[config.mk]
export PLATFORM = sky130hd
export DESIGN_NAME = dds_multi_sine_flat
export DESIGN_NICKNAME = d
export VERILOG_FILES = /design/src/rtl/dds_pkg.sv /design/src/rtl/dds_multi_sine_if.sv /design/src/rtl/quarter_sine_rom.sv /design/src/rtl/dds_multi_sine.sv /design/src/flat_wrapper.sv
export SDC_FILE = /design/constraint.sdc
export NUM_CORES = 1
export LEC_CHECK = 0
export CAP_MARGIN = 20
export CORE_MARGIN = 2
export CORE_UTILIZATION = 51
export DETAILED_ROUTE_END_ITERATION = 16
export PLACE_DENSITY = 0.78
export SKIP_CTS_REPAIR_TIMING = 1
export SYNTH_ARGS = -nofsm -noshare
export SYNTH_HDL_FRONTEND = slang
export SYNTH_SLANG_ARGS = --single-unit
export TNS_END_PERCENT = 30
[constraint.sdc]
create_clock -name clock -period 2.8 [get_ports clock]
set_input_delay 0.42 -clock clock [delete_from_list [all_inputs] [get_ports clock]]
set_output_delay 0.42 -clock clock [all_outputs]
set_load 0.005 [all_outputs]
[src/rtl/dds_pkg.sv]
// Shared types and elaboration-time helpers for the multi-channel DDS sine source.
// Quarter-wave table entries are computed in fixed point so the table is a pure constant.
package dds_pkg;

  typedef enum logic [1:0] {Q0, Q1, Q2, Q3} quadrant_e;

  function automatic int midscale(input int sine_w);
    return 1 << (sine_w - 1);
  endfunction

  function automatic int amplitude(input int sine_w);
    return (1 << (sine_w - 1)) - 1;
  endfunction

  // round(amplitude * sin(pi/2 * (k+0.5) / 2^lut_aw)), via a Taylor series in Q30 fixed point.
  function automatic int quarter_sine(input int k, input int sine_w, input int lut_aw);
    longint half_pi;
    longint x;
    longint x2;
    longint term;
    longint sum;
    half_pi = 64'sd1686629713;
    x       = (half_pi * longint'(2 * k + 1)) >>> (lut_aw + 1);
    x2      = (x * x) >>> 30;
    term    = x;
    sum     = x;
    for (int n = 1; n <= 12; n++) begin
      term = -((term * x2) >>> 30) / longint'((2 * n) * (2 * n + 1));
      sum  = sum + term;
    end
    return int'((longint'(amplitude(sine_w)) * sum + (64'sd1 <<< 29)) >>> 30);
  endfunction

endpackage

[src/rtl/dds_multi_sine_if.sv]
// Control and sample-stream bundle of dds_multi_sine; the generator is the master side.
interface dds_multi_sine_if #(
  parameter int SINE_W  = 8,
  parameter int PHASE_W = 16,
  parameter int NUM_CH  = 2
);
  logic                      enable;
  logic                      sync;
  logic [PHASE_W-1:0]        freq_word;
  logic [NUM_CH*PHASE_W-1:0] phase_off;
  logic                      out_ready;
  logic                      out_valid;
  logic [NUM_CH*SINE_W-1:0]  sine;
  logic                      wrap;

  modport master (
    input  enable, sync, freq_word, phase_off, out_ready,
    output out_valid, sine, wrap
  );

  modport slave (
    output enable, sync, freq_word, phase_off, out_ready,
    input  out_valid, sine, wrap
  );
endinterface

[src/rtl/quarter_sine_rom.sv]
// Shared quarter-wave sine table with NUM_CH read ports; the registered, sign-folded
// lookup is the output stage of the DDS pipeline.
module quarter_sine_rom
  import dds_pkg::*;
#(
  parameter int SINE_W = 8,
  parameter int LUT_AW = 6,
  parameter int NUM_CH = 2
) (
  input  logic                     clock,
  input  logic                     reset,
  input  logic                     load,
  input  logic [NUM_CH*LUT_AW-1:0] addr,
  input  logic [NUM_CH-1:0]        neg,
  output logic [NUM_CH*SINE_W-1:0] sine
);

  localparam int DEPTH = 2 ** LUT_AW;
  localparam logic [SINE_W-1:0] MID = SINE_W'(midscale(SINE_W));

  logic [SINE_W-1:0] table_q [DEPTH];

  // NOTE: the table is elaboration constants rather than storage, so it takes no reset.
  for (genvar k = 0; k < DEPTH; k++) begin : g_table
    localparam int ENTRY = quarter_sine(k, SINE_W, LUT_AW);
    assign table_q[k] = SINE_W'(ENTRY);
  end

  always_ff @(posedge clock or posedge reset) begin
    if (reset) begin
      sine <= {NUM_CH{MID}};
    end else if (load) begin
      for (int c = 0; c < NUM_CH; c++) begin
        sine[c*SINE_W +: SINE_W] <= neg[c] ? MID - table_q[addr[c*LUT_AW +: LUT_AW]]
                                           : MID + table_q[addr[c*LUT_AW +: LUT_AW]];
      end
    end
  end

endmodule

[src/rtl/dds_multi_sine.sv]
// Multi-channel DDS sine generator: phase accumulator, per-channel offsets, one shared
// quarter-wave table, valid/ready output. Optional phase dither: define DDS_DITHER_EN.
module dds_multi_sine
  import dds_pkg::*;
#(
  parameter int SINE_W  = 8,
  parameter int PHASE_W = 16,
  parameter int LUT_AW  = 6,
  parameter int NUM_CH  = 2
) (
  input logic               clock,
  input logic               reset,
  dds_multi_sine_if.master  stream
);

  localparam int TRUNC_W = PHASE_W - LUT_AW - 2;

  logic [PHASE_W-1:0]       acc;
  logic                     acc_wrap;
  logic [PHASE_W:0]         acc_sum;
  logic                     s1_valid;
  logic                     s1_wrap;
  logic [NUM_CH*LUT_AW-1:0] s1_addr;
  logic [NUM_CH-1:0]        s1_neg;
  logic [NUM_CH*LUT_AW-1:0] addr_next;
  logic [NUM_CH-1:0]        neg_next;
  logic                     out_valid;
  logic                     out_wrap;
  logic                     advance;
  logic                     load;
  logic [PHASE_W-1:0]       dither;

  // A presented sample that is not taken freezes the whole pipeline.
  assign advance = stream.enable & ~(out_valid & ~stream.out_ready);
  assign load    = advance & ~stream.sync;
  assign acc_sum = {1'b0, acc} + {1'b0, stream.freq_word};

`ifdef DDS_DITHER_EN
  localparam logic [15:0] LFSR_SEED   = 16'hACE1;
  localparam logic [15:0] LFSR_TAPS   = 16'hB400;
  localparam logic [15:0] DITHER_MASK = 16'((32'd1 << TRUNC_W) - 32'd1);

  logic [15:0] lfsr;

  assign dither = PHASE_W'(lfsr & DITHER_MASK);

  always_ff @(posedge clock or posedge reset) begin
    if (reset) begin
      lfsr <= LFSR_SEED;
    end else if (stream.sync) begin
      lfsr <= LFSR_SEED;
    end else if (load) begin
      lfsr <= {1'b0, lfsr[15:1]} ^ (lfsr[0] ? LFSR_TAPS : 16'h0000);
    end
  end
`else
  assign dither = '0;
`endif

  // Quadrant folding: odd quadrants read the table backwards, the lower half is negated.
  for (genvar c = 0; c < NUM_CH; c++) begin : g_phase
    logic [LUT_AW+1:0] phase_top;
    quadrant_e         quad;
    logic [LUT_AW-1:0] idx;

    assign phase_top = (LUT_AW + 2)'((acc + stream.phase_off[c*PHASE_W +: PHASE_W] + dither)
                                     >> TRUNC_W);
    assign quad      = quadrant_e'(phase_top[LUT_AW+1 -: 2]);
    assign idx       = phase_top[LUT_AW-1:0];
    assign addr_next[c*LUT_AW +: LUT_AW] = (quad == Q1 || quad == Q3) ? ~idx : idx;
    assign neg_next[c]                   = (quad == Q2 || quad == Q3);
  end

  // NOTE: non-blocking assignments so every register samples the pre-edge values.
  always_ff @(posedge clock or posedge reset) begin
    if (reset) begin
      acc       <= '0;
      acc_wrap  <= 1'b0;
      s1_valid  <= 1'b0;
      s1_wrap   <= 1'b0;
      s1_addr   <= '0;
      s1_neg    <= '0;
      out_valid <= 1'b0;
      out_wrap  <= 1'b0;
    end else if (stream.sync) begin
      acc       <= '0;
      acc_wrap  <= 1'b0;
      s1_valid  <= 1'b0;
      s1_wrap   <= 1'b0;
      out_valid <= 1'b0;
      out_wrap  <= 1'b0;
    end else if (advance) begin
      acc       <= acc_sum[PHASE_W-1:0];
      acc_wrap  <= acc_sum[PHASE_W];
      s1_valid  <= 1'b1;
      s1_wrap   <= acc_wrap;
      s1_addr   <= addr_next;
      s1_neg    <= neg_next;
      out_valid <= s1_valid;
      out_wrap  <= s1_wrap;
    end
  end

  quarter_sine_rom #(
    .SINE_W (SINE_W),
    .LUT_AW (LUT_AW),
    .NUM_CH (NUM_CH)
  ) u_rom (
    .clock (clock),
    .reset (reset),
    .load  (load),
    .addr  (s1_addr),
    .neg   (s1_neg),
    .sine  (stream.sine)
  );

  assign stream.out_valid = out_valid;
  assign stream.wrap      = out_wrap;

endmodule

[src/flat_wrapper.sv]
// flat-port wrapper written by rule: the top's interface ports become plain ports
module dds_multi_sine_flat import dds_pkg::*;
#(
  parameter int SINE_W  = 8,
  parameter int PHASE_W = 16,
  parameter int LUT_AW  = 6,
  parameter int NUM_CH  = 2
)
  (clock, reset, stream_enable, stream_sync, stream_freq_word, stream_phase_off, stream_out_ready, stream_out_valid, stream_sine, stream_wrap);
  dds_multi_sine_if #(.SINE_W(SINE_W), .PHASE_W(PHASE_W), .NUM_CH(NUM_CH)) stream_i ();
  input logic clock;
  input logic reset;
  input wire logic [$bits(stream_i.enable)-1:0] stream_enable;
  input wire logic [$bits(stream_i.sync)-1:0] stream_sync;
  input wire logic [$bits(stream_i.freq_word)-1:0] stream_freq_word;
  input wire logic [$bits(stream_i.phase_off)-1:0] stream_phase_off;
  input wire logic [$bits(stream_i.out_ready)-1:0] stream_out_ready;
  output wire logic [$bits(stream_i.out_valid)-1:0] stream_out_valid;
  output wire logic [$bits(stream_i.sine)-1:0] stream_sine;
  output wire logic [$bits(stream_i.wrap)-1:0] stream_wrap;
  assign stream_i.enable = stream_enable;
  assign stream_i.sync = stream_sync;
  assign stream_i.freq_word = stream_freq_word;
  assign stream_i.phase_off = stream_phase_off;
  assign stream_i.out_ready = stream_out_ready;
  assign stream_out_valid = stream_i.out_valid;
  assign stream_sine = stream_i.sine;
  assign stream_wrap = stream_i.wrap;
  dds_multi_sine #(.SINE_W(SINE_W), .PHASE_W(PHASE_W), .LUT_AW(LUT_AW), .NUM_CH(NUM_CH)) u_core (.clock(clock), .reset(reset), .stream(stream_i));
endmodule
### After elaboration in Yosys (flattened, before gate mapping)

Memories as Yosys holds them, arrays and structs flattened.
Cells that the tools add are included.

| word-level totals | value |
|---|---|
| register bits | 51 |
| ROM bits | 1,024 |
| bits of input ports | 53 |
| output and inout port bits | 18 |
| logic and storage cells | 62 |
| memories | 2 |

| operators by class | value |
|---|---|
| add/sub/neg operators | 7 |
| $lt $le $gt $ge | 2 |
| equality and inequality tests | 6 |
| multiplexer cells | 20 |
| bitwise gates (word level) | 10 |
| reductions and logical operators | 6 |

Memories:

| name | depth | bits a word | read ports | clocked after memory_dff | write ports | line | text |
|---|---|---|---|---|---|---|---|
| (no name shown) | 64 | 8 | 1 | 0 | 0 | quarter_sine_rom.sv:35 | `: MID + table_q[addr[c*LUT_AW +: LUT_AW]];` |
| (no name shown) | 64 | 8 | 1 | 0 | 0 | quarter_sine_rom.sv:35 |  |

Operator list:

| cell | number |
|---|---|
| $mux W8 | 6 |
| $add A16 B16 Y16 | 2 |
| $mux W16 | 2 |
| $add A16 B16 Y17 | 1 |
| $add A8 B8 Y8 const A | 2 |
| $sub A8 B8 Y8 const A | 2 |
| $ge A7 B7 Y1 const B | 2 |
| $not A6 Y7 | 2 |
| $mux W6 | 2 |
| $not A6 Y6 | 2 |
| $mux W1 | 10 |
| $eq A2 B2 Y1 const B | 4 |
| $eq A2 B1 Y1 const B | 2 |
| $logic_or A1 B1 Y1 | 4 |
| $and A1 B1 Y1 | 3 |
| $not A1 Y1 | 3 |
| $reduce_and A2 Y1 | 1 |
| $reduce_bool A2 Y1 | 1 |

### Logic depth before layout (Yosys ltp)

Gate-level depths: netlist of the first run.

| logic depth | value |
|---|---|
| depth after elaboration | 6 |
| mapped depth | 12 |
| mapped depth without buffers | 11 |

### Modules after synthesis

A second synthesis of the first run with hierarchy kept.

| unflattened totals | value |
|---|---|
| cell total of the unflattened synthesis | 599 |
| area total of the unflattened synthesis | 5,315.1 um^2 |

By module, submodules not included:

| module | instances | cells an instance | area an instance (um^2) | seq. area each (um^2) |
|---|---|---|---|---|
| dds_multi_sine | 1 | 330 | 3,163.0 | 875.8 |
| quarter_sine_rom | 1 | 269 | 2,152.1 | 402.9 |

### Least setup slack after synthesis of the first run

OpenSTA, ideal clock, no wires.

| timing | value |
|---|---|
| kind | reg-to-reg |
| from | reg u_core.s1_addr[7] |
| to | reg u_core.u_rom.sine[14] |
| library setup time | 0.130 ns |
| arrival time | 2.490 ns |
| required time | 2.670 ns |
| slack | 0.180 ns |
| stages on the path, launching flop included | 10 |
| buffers on the path | 0 |
| period minus slack after synthesis | 2.620 ns |
| cell sequence | dfrtp_1 > inv_1 > ha_1 > mux2_4 > mux4_2 > mux2_4 > or2_4 > o31ai_4 > xor2_1 > o21ai_1 |

| between the ends | value |
|---|---|
| longest elaborated chain between the ends | 6 |
| elaborated cells on any way between the ends | 7 |
| classes of those cells | add/sub: 2; mux: 3; bitwise: 1; memory: 1 |

RTL lines:

| item | line | text |
|---|---|---|
| start: declaration | dds_multi_sine.sv:23 | `logic [NUM_CH*LUT_AW-1:0] s1_addr;` |
| start signal: assignment | dds_multi_sine.sv:97 | `s1_addr <= addr_next;` |
| $not A6 Y7 (not written as such) (*) | quarter_sine_rom.sv:34, quarter_sine_rom.sv:35 |  |
| $mem_v2 Z64 W8 (*) | -- |  |
| $mux W8 (not written as such) (*) (2 in series) | quarter_sine_rom.sv:35 |  |
| $add A8 B8 Y8 / $sub A8 B8 Y8 (equally long branches) | quarter_sine_rom.sv:35, quarter_sine_rom.sv:34 |  |
| $mux W8 (*) | quarter_sine_rom.sv:34 | `sine[c*SINE_W +: SINE_W] <= neg[c] ? MID - table_q[addr[c*LUT_AW +: LUT_AW]]` |
| end signal: assignment | quarter_sine_rom.sv:31 | `sine <= {NUM_CH{MID}};` |
| end signal: indexed assignment | quarter_sine_rom.sv:34 |  |
| end: declaration | quarter_sine_rom.sv:15 | `output logic [NUM_CH*SINE_W-1:0] sine` |

Every way passes the cells marked *; elsewhere a longest branch is shown, timed or not. The select of a mux whose other input is x is not followed.
A chain may end at the register's enable or synchronous reset.

### Worst setup path after layout of the first run

| timing | value |
|---|---|
| from | in stream_freq_word[0] |
| to | reg u_core.acc[14] |

| between the ends | value |
|---|---|
| longest elaborated chain between the ends | 3 |

RTL lines:

| item | line | text |
|---|---|---|
| start: declaration | flat_wrapper.sv:15 | `input wire logic [$bits(stream_i.freq_word)-1:0] stream_freq_word;` |
| $add A16 B16 Y17 | dds_multi_sine.sv:36 | `assign acc_sum = {1'b0, acc} + {1'b0, stream.freq_word};` |
| $mux W16 | dds_multi_sine.sv:92 | `end else if (advance) begin` |
| $mux W16 | dds_multi_sine.sv:85 | `end else if (stream.sync) begin` |
| end signal: assignment | dds_multi_sine.sv:93 | `acc <= acc_sum[PHASE_W-1:0];` |
| end: declaration | dds_multi_sine.sv:18 | `logic [PHASE_W-1:0] acc;` |

Every way passes these cells. The select of a mux whose other input is x is not followed.

==> reports/metrics.cfg, run 1 <==
[timing]
skew_ns = 0.008825
setup_tns_ns = 0
relSlewSlack = 0.5676
setup_ws_ns = 0.1149
slew_violations = 0
tightest_slew_ns = 0.6487
hold_violations = 0
fin_crit_sh = 0.9590
setup_viol = 0
period_minus_slack_ns = 2.685
rsz0062_at_grt = true
max_freq_mhz = 372.4

[synthesis]
synth_most_common_cell = o21ai_0
yosys-top-cells-count = o21ai_0, ha_1, nand2_1
async_flop_share = 1.000
ys.flop_type = dfrtp_1
synth_area_per_cell_um2 = 8.392
netlist_area_mm2 = 0.004960
netlist.area_leader.share = 0.2472
ys_ff_latch = 51
yosysWarningCount = 0
yosysUniqueCellTypes = 60
synth_nets = 708
yosysSeqAreaShare = 0.2578
synth_edf_count = 0
yosys.area.top_type = dfrtp_1
ys_top_cells_by_area = dfrtp_1, ha_1, xnor2_1, o21ai_0, nand2_1
synth_cells = 591

[drt]
ant_nets = 0
drc = 0
drt_iter0_markers = 146
routed_wl_um = 11360
num_vias = 4533
dr.pass1.iters = 4
routed_via_density = 5.576
detail_route.wl_per_cell_um = 13.97

[floorplanning]
die_width_um = 102.6
initial_core_util = 0.5317
design.core.area_mm2 = 0.009328
die_y_um = 102.6
num_rows = 35
boundaryPins = 71
die_area_mm2 = 0.01053

[place]
post-dp-hpwl_um = 9086
port_buffers = 70
dp_slack_ns = -0.2711
place.gp.congestion = 0.9387

[power]
peakVddDrop_uv = 460.4
power_leakage_uw = 0.002791
p_per_area_mw_per_mm2 = 925.7
total_power_uw = 5727

[layout]
finalNetCount = 800
drive_above_1_share = 0.1140
n_antenna_cell = 0
areaGrowthSynthToFinish_pct = 24.75
final_core_util = 0.6633

[setup_path]
crit_arrival_ns = 2.88
path_class = primary input to flop
cp_max_fo = 3
ff2ff_setup_slack_ns = 0.13
required_ns = 2.99
start_kind = primary input
crit_path_end_kind = flop

[grt]
grt_usage = 0.2283
grt_overflow = 0
antenna_found_initial = 0
grt_pass1_vias = 4433
grt_start_max_net_pins = 69
grt_pass1_wl_um = 19440

[flow_run]
cap_violations = 0

[clock_tree]
cts_max_path_buffers = 2
clock_latency_ns = 0.31
htreeDepth = 2
clkTransAtPathRegs_ns = 0.09
cts_buffers = 5
cts.sinks = 51
cts_root_buffer = clkbuf_8
cts_tree = done

[status]
status = complete, no violations

[worst_hold_path]
hold_class = primary input to async pin

cells by family (layout without fill, tap and decap cells):
| kind of cell | Yosys count | after routing | synth area share |
|---|---|---|---|
| adder cells (fa/ha/maj) | 64 | 64 | 0.1630 |
| buffers and inverters | 58 | 151 | 0.04667 |
| AO/OA/AOI/OAI | 197 | 197 | 0.2460 |
| XOR/XNOR | 58 | 58 | 0.1054 |
| multiplexers | 14 | 14 | 0.04163 |
| flip-flops | 51 | 51 | 0.2578 |
| AND/OR/NAND/NOR | 149 | 149 | 0.1395 |
critical path, stage by stage:
cell and delay [ns]:
clkdlybuf4s50_1 0.40, ha_1 0.23, fa_1 0.39, a21oi_1 0.14
o21bai_1 0.10, a211oi_2 0.22, buf_4 0.15, o31ai_1 0.09
a31o_2 0.29, o31ai_2 0.21, xor2_1 0.16, o21ai_0 0.08
metal layers:
metal	track usage	up-vias	share of wire
li1	-	2281	-
met1	0.2831	2119	0.44
met2	0.4128	121	0.50
met3	0.03932	12	0.049
met4	0.05436	0	0.010
met5	0	-	0
cell type report:
| type | count | area, µm² |
|---|---|---|
| repair buffers | 111 | 1021 |
| fillers | 766 | 3141 |
| well taps | 129 | 161.4 |
| clock buffers | 5 | 68.82 |
| flip-flops and latches | 51 | 1279 |
| inverters | 32 | 120.1 |
| clock inverters | 3 | 67.56 |
| multi-input cells | 482 | 3470 |
flip-flops by register name (all words and copies together), names as in the netlist:
signal,count
u_core.s1_valid,1
u_core.s1_addr,12
u_core.stream.out_valid,1
u_core.stream.wrap,1
u_core.s1_neg,2
u_core.acc_wrap,1
u_core.u_rom.sine,16
u_core.s1_wrap,1
u_core.acc,16
power breakdown:
group / internal, µW / switching (µW) / leakage (µW)
Sequential: 981 / 324 / 0.000647
Clock: 356 / 244 / 0.0000644
Combinational: 1900 / 1930 / 0.00208
Total: 3230 / 2500 / 0.00279
cell usage in the layout (no fill, tap or decap), drive strengths merged, types with 4 or more instances in the layout:
cell type,n
a211oi,8
a21o,13
a21oi,43
a22o,4
a31oi,7
buf,41
clkbuf,5
clkdlybuf4s50,70
dfrtp,49
ha,63
inv,31
mux2,7
mux4,4
nand2,61
nand2b,12
nand3,11
nor2,30
nor2b,15
nor3,7
o211ai,6
o21ai,81
o21bai,8
o31ai,5
xnor2,48
xor2,10
worst paths after layout:
check                                   endpoint            startpoint  depth (start not counted)
max reg2reg                u_core.u_rom.sine[14]     u_core.s1_addr[7]                          9
max in group asynchronous   u_core.u_rom.sine[7]                 reset                          3
max                               u_core.acc[14]   stream_freq_word[0]                         12
min in group clock          u_core.u_rom.sine[0]  u_core.u_rom.sine[0]                          2
min reg2reg                 u_core.u_rom.sine[0]  u_core.u_rom.sine[0]                          2
min                            u_core.s1_addr[0]                 reset                          2
metrics by stage:
| stage | cells | hold slack, ns | cell area [µm²] |
|---|---|---|---|
| 2_1_floorplan | 591 | 0.4507 | 4960 |
| 3_3_place_gp | 805 | 0.4620 | 6031 |
| 3_5_place_dp | 805 | 0.4768 | 6031 |
| 4_1_cts | 813 | 0.3756 | 6167 |
| 5_1_grt | 813 | 0.4066 | 6187 |
| 6_report | 813 | 0.3745 | 6187 |
No activity file was read; power rests on OpenSTA's default activity.
==> run 2: changes to the inputs <==
--- a/config.mk
+++ b/config.mk
@@ -5,9 +5,11 @@
 export SDC_FILE = /design/constraint.sdc
 export NUM_CORES = 1
 export LEC_CHECK = 0
+export ABC_AREA = 1
 export CAP_MARGIN = 20
-export CORE_MARGIN = 2
-export CORE_UTILIZATION = 51
+export CORE_MARGIN = 3
+export CORE_UTILIZATION = 52
+export CTS_CLUSTER_SIZE = 8
 export DETAILED_ROUTE_END_ITERATION = 16
 export PLACE_DENSITY = 0.78
 export SKIP_CTS_REPAIR_TIMING = 1
==> reports/metrics.cfg, run 2 <==
[status]
status = complete, no violations

[timing]
fin_crit_sh = 0.8653
hold_violations = 0
hold_slack_ns = 0.3982
skew_ns = 0.01037
slew_violations = 0
period_minus_slack_ns = 2.423
setup_viol = 0
setup_tns_ns = 0
relSlewSlack = 0.6283
tightest_slew_ns = 0.5567
max_freq_mhz = 412.7
rsz0062_at_grt = false

[setup_path]
r2r_start = u_core.s1_addr[7]
slowest_stage = dfrtp_1
start_kind = flop
crit_top_cell = nand2_1
crit_arrival_ns = 2.64
required_ns = 3.02
cp_max_fo = 8
critPathMaxStageDelay_ns = 0.50
r2r_cells = 15
ff2ff_setup_slack_ns = 0.38
path_cells = inv_1, ha_1, nand2_1, nand2_1, o21ai_1, nand3_1, nand2_2, ha_1, nand2_1, nor2_2, nand2_1, nand2_1, nand2_1, nand3_1, nand2_1
r2r_end = u_core.u_rom.sine[14]
path_class = flop to flop
crit_path_end_kind = flop

[power]
power_leakage_uw = 0.003540
peakVddDrop_uv = 377.8
p_per_area_mw_per_mm2 = 699.4
total_power_uw = 4628

[synthesis]
synth_edf_count = 0
ys_top_cells_by_area = nand2_1, dfrtp_1, ha_1, nand3_1, inv_1
yosysSeqAreaShare = 0.2231
yosys-top-cells-count = nand2_1, nand3_1, inv_1
yosysWarningCount = 0
ys_ff_latch = 51
async_flop_share = 1.000
yosysUniqueCellTypes = 40
yosys.area.top_type = nand2_1
netlist_area_mm2 = 0.005732
synth_cells = 928
synth_nets = 1045
ys.flop_type = dfrtp_1
synth_most_common_cell = nand2_1
synth_area_per_cell_um2 = 6.176
netlist.area_leader.share = 0.2246

[drt]
ant_nets = 0
routed_wl_um = 14570
routed_via_density = 5.274
dr.pass1.iters = 5
detail_route.wl_per_cell_um = 12.90
num_vias = 5960
drc = 0
drt_iter0_markers = 342

[layout]
top_regs = u_core.acc (16), u_core.u_rom.sine (16), u_core.s1_addr (12)
n_antenna_cell = 0
finalNetCount = 1110
drive_above_1_share = 0.04628
layout_commonest_cell = nand2_1
num-fill-cells = 1028
areaGrowthSynthToFinish_pct = 15.46
final_cell_mix = nand2_1, nand3_1, inv_1

[floorplanning]
initial_core_util = 0.5454
num_rows = 37
die_y_um = 111.0
boundaryPins = 71
die_area_mm2 = 0.01232
design.core.area_mm2 = 0.01051
die_width_um = 111.0

[clock_tree]
cts.sinks = 51
cts_tree = done
clkTransAtPathRegs_ns = 0.11
cts_max_path_buffers = 2
clock_latency_ns = 0.32
cts_root_buffer = clkbuf_8
htreeDepth = 2
cts_buffers = 5

[grt]
grt_pass1_wl_um = 25210
grt_pass1_vias = 5540
grt_usage = 0.2386
grt_overflow = 0
antenna_found_initial = 0
grt_start_max_net_pins = 36

[place]
post-dp-hpwl_um = 11550
place.gp.congestion = 0.9254
port_buffers = 70

[flow_run]
cap_violations = 0

[worst_hold_path]
hold_class = primary input to async pin

## run 2: cell types whose count changed in the layout (fill, tap and decap cells not counted), sizes merged, moves of 22 or more
cell and change:
a21oi +22, buf -33, inv +66, nand2 +291, nand3 +90, nor2 +36, o21ai -29, xnor2 -46
## run 2: layer usage
layer  vias up  GRT usage  routed length, µm
met5         -          0                  0
met4         0    0.05419                215
met3        16    0.02456                691
met2       163     0.4078               6685
met1      2606     0.3257               6981
li1       3175          -                  -
## run 2: cell families after synthesis
| family | Yosys count | share of synthesized area |
|---|---|---|
| xor+xnor | 10 | 0.01528 |
| fa+ha+maj | 64 | 0.1410 |
| compound gates | 141 | 0.1347 |
| simple gates | 545 | 0.3971 |
| flops | 51 | 0.2231 |
| buf+inv | 117 | 0.08884 |
## run 2: where the power goes
group          internal [µW]  leakage, µW  switching (µW)
logic                   1170      0.00285            1740
registers                952     0.000644             295
clock network            186    0.0000502             285
## run 2: how the worst max path moves through the flow
stage               slack (ns)               endpoint            startpoint
floorplan                 0.74  u_core.u_rom.sine[14]     u_core.s1_addr[7]
global placement          0.34      u_core.s1_addr[0]   stream_phase_off[5]
detailed placement        0.33      u_core.s1_addr[7]  stream_phase_off[21]
CTS                       0.39  u_core.u_rom.sine[14]     u_core.s1_addr[7]
global route               0.1  u_core.u_rom.sine[14]     u_core.s1_addr[6]
finish                    0.38  u_core.u_rom.sine[14]     u_core.s1_addr[7]
## run 2: final cells by class
type	count	area (µm²)	share of cell area
clock buffers	5	68.82	0.01040
clock inverters	3	28.78	0.004349
inverters	97	366.6	0.05540
multi-input cells	760	3944	0.5960
flip-flops and latches	51	1279	0.1932
well taps	136	170.2	0.02571
repair buffers	78	760.7	0.1150
## run 2: stage by stage
step | worst slack (ns) | cell area [µm²] | util | instances
global route | 0.09785 | 6618 | 0.6297 | 1130
CTS | 0.3892 | 6618 | 0.6297 | 1130
finish | 0.3772 | 6618 | 0.6297 | 1130
floorplan | 0.7361 | 5732 | - | 928
detailed placement | 0.3282 | 6520 | 0.6204 | 1122
global placement | 0.3445 | 6520 | 0.6204 | 1122
## run 2: critical path: cells and delay by family, from the launching register on
kind	cells	cell delay, ns
adder cells (fa/ha/maj)	2	0.55
buffers and inverters	1	0.21
flip-flops	1	0.50
AND/OR/NAND/NOR	11	0.92
AO/OA/AOI/OAI	1	0.14
==> run 3: changes to the inputs <==
--- a/config.mk
+++ b/config.mk
@@ -6,7 +6,7 @@
 export NUM_CORES = 1
 export LEC_CHECK = 0
 export ABC_AREA = 1
-export CAP_MARGIN = 20
+export CAP_MARGIN = 5
 export CORE_MARGIN = 3
 export CORE_UTILIZATION = 52
 export CTS_CLUSTER_SIZE = 8
==> results of run 3 <==
Same layout as run 2: the final DEF is identical, and so are final timing and power.
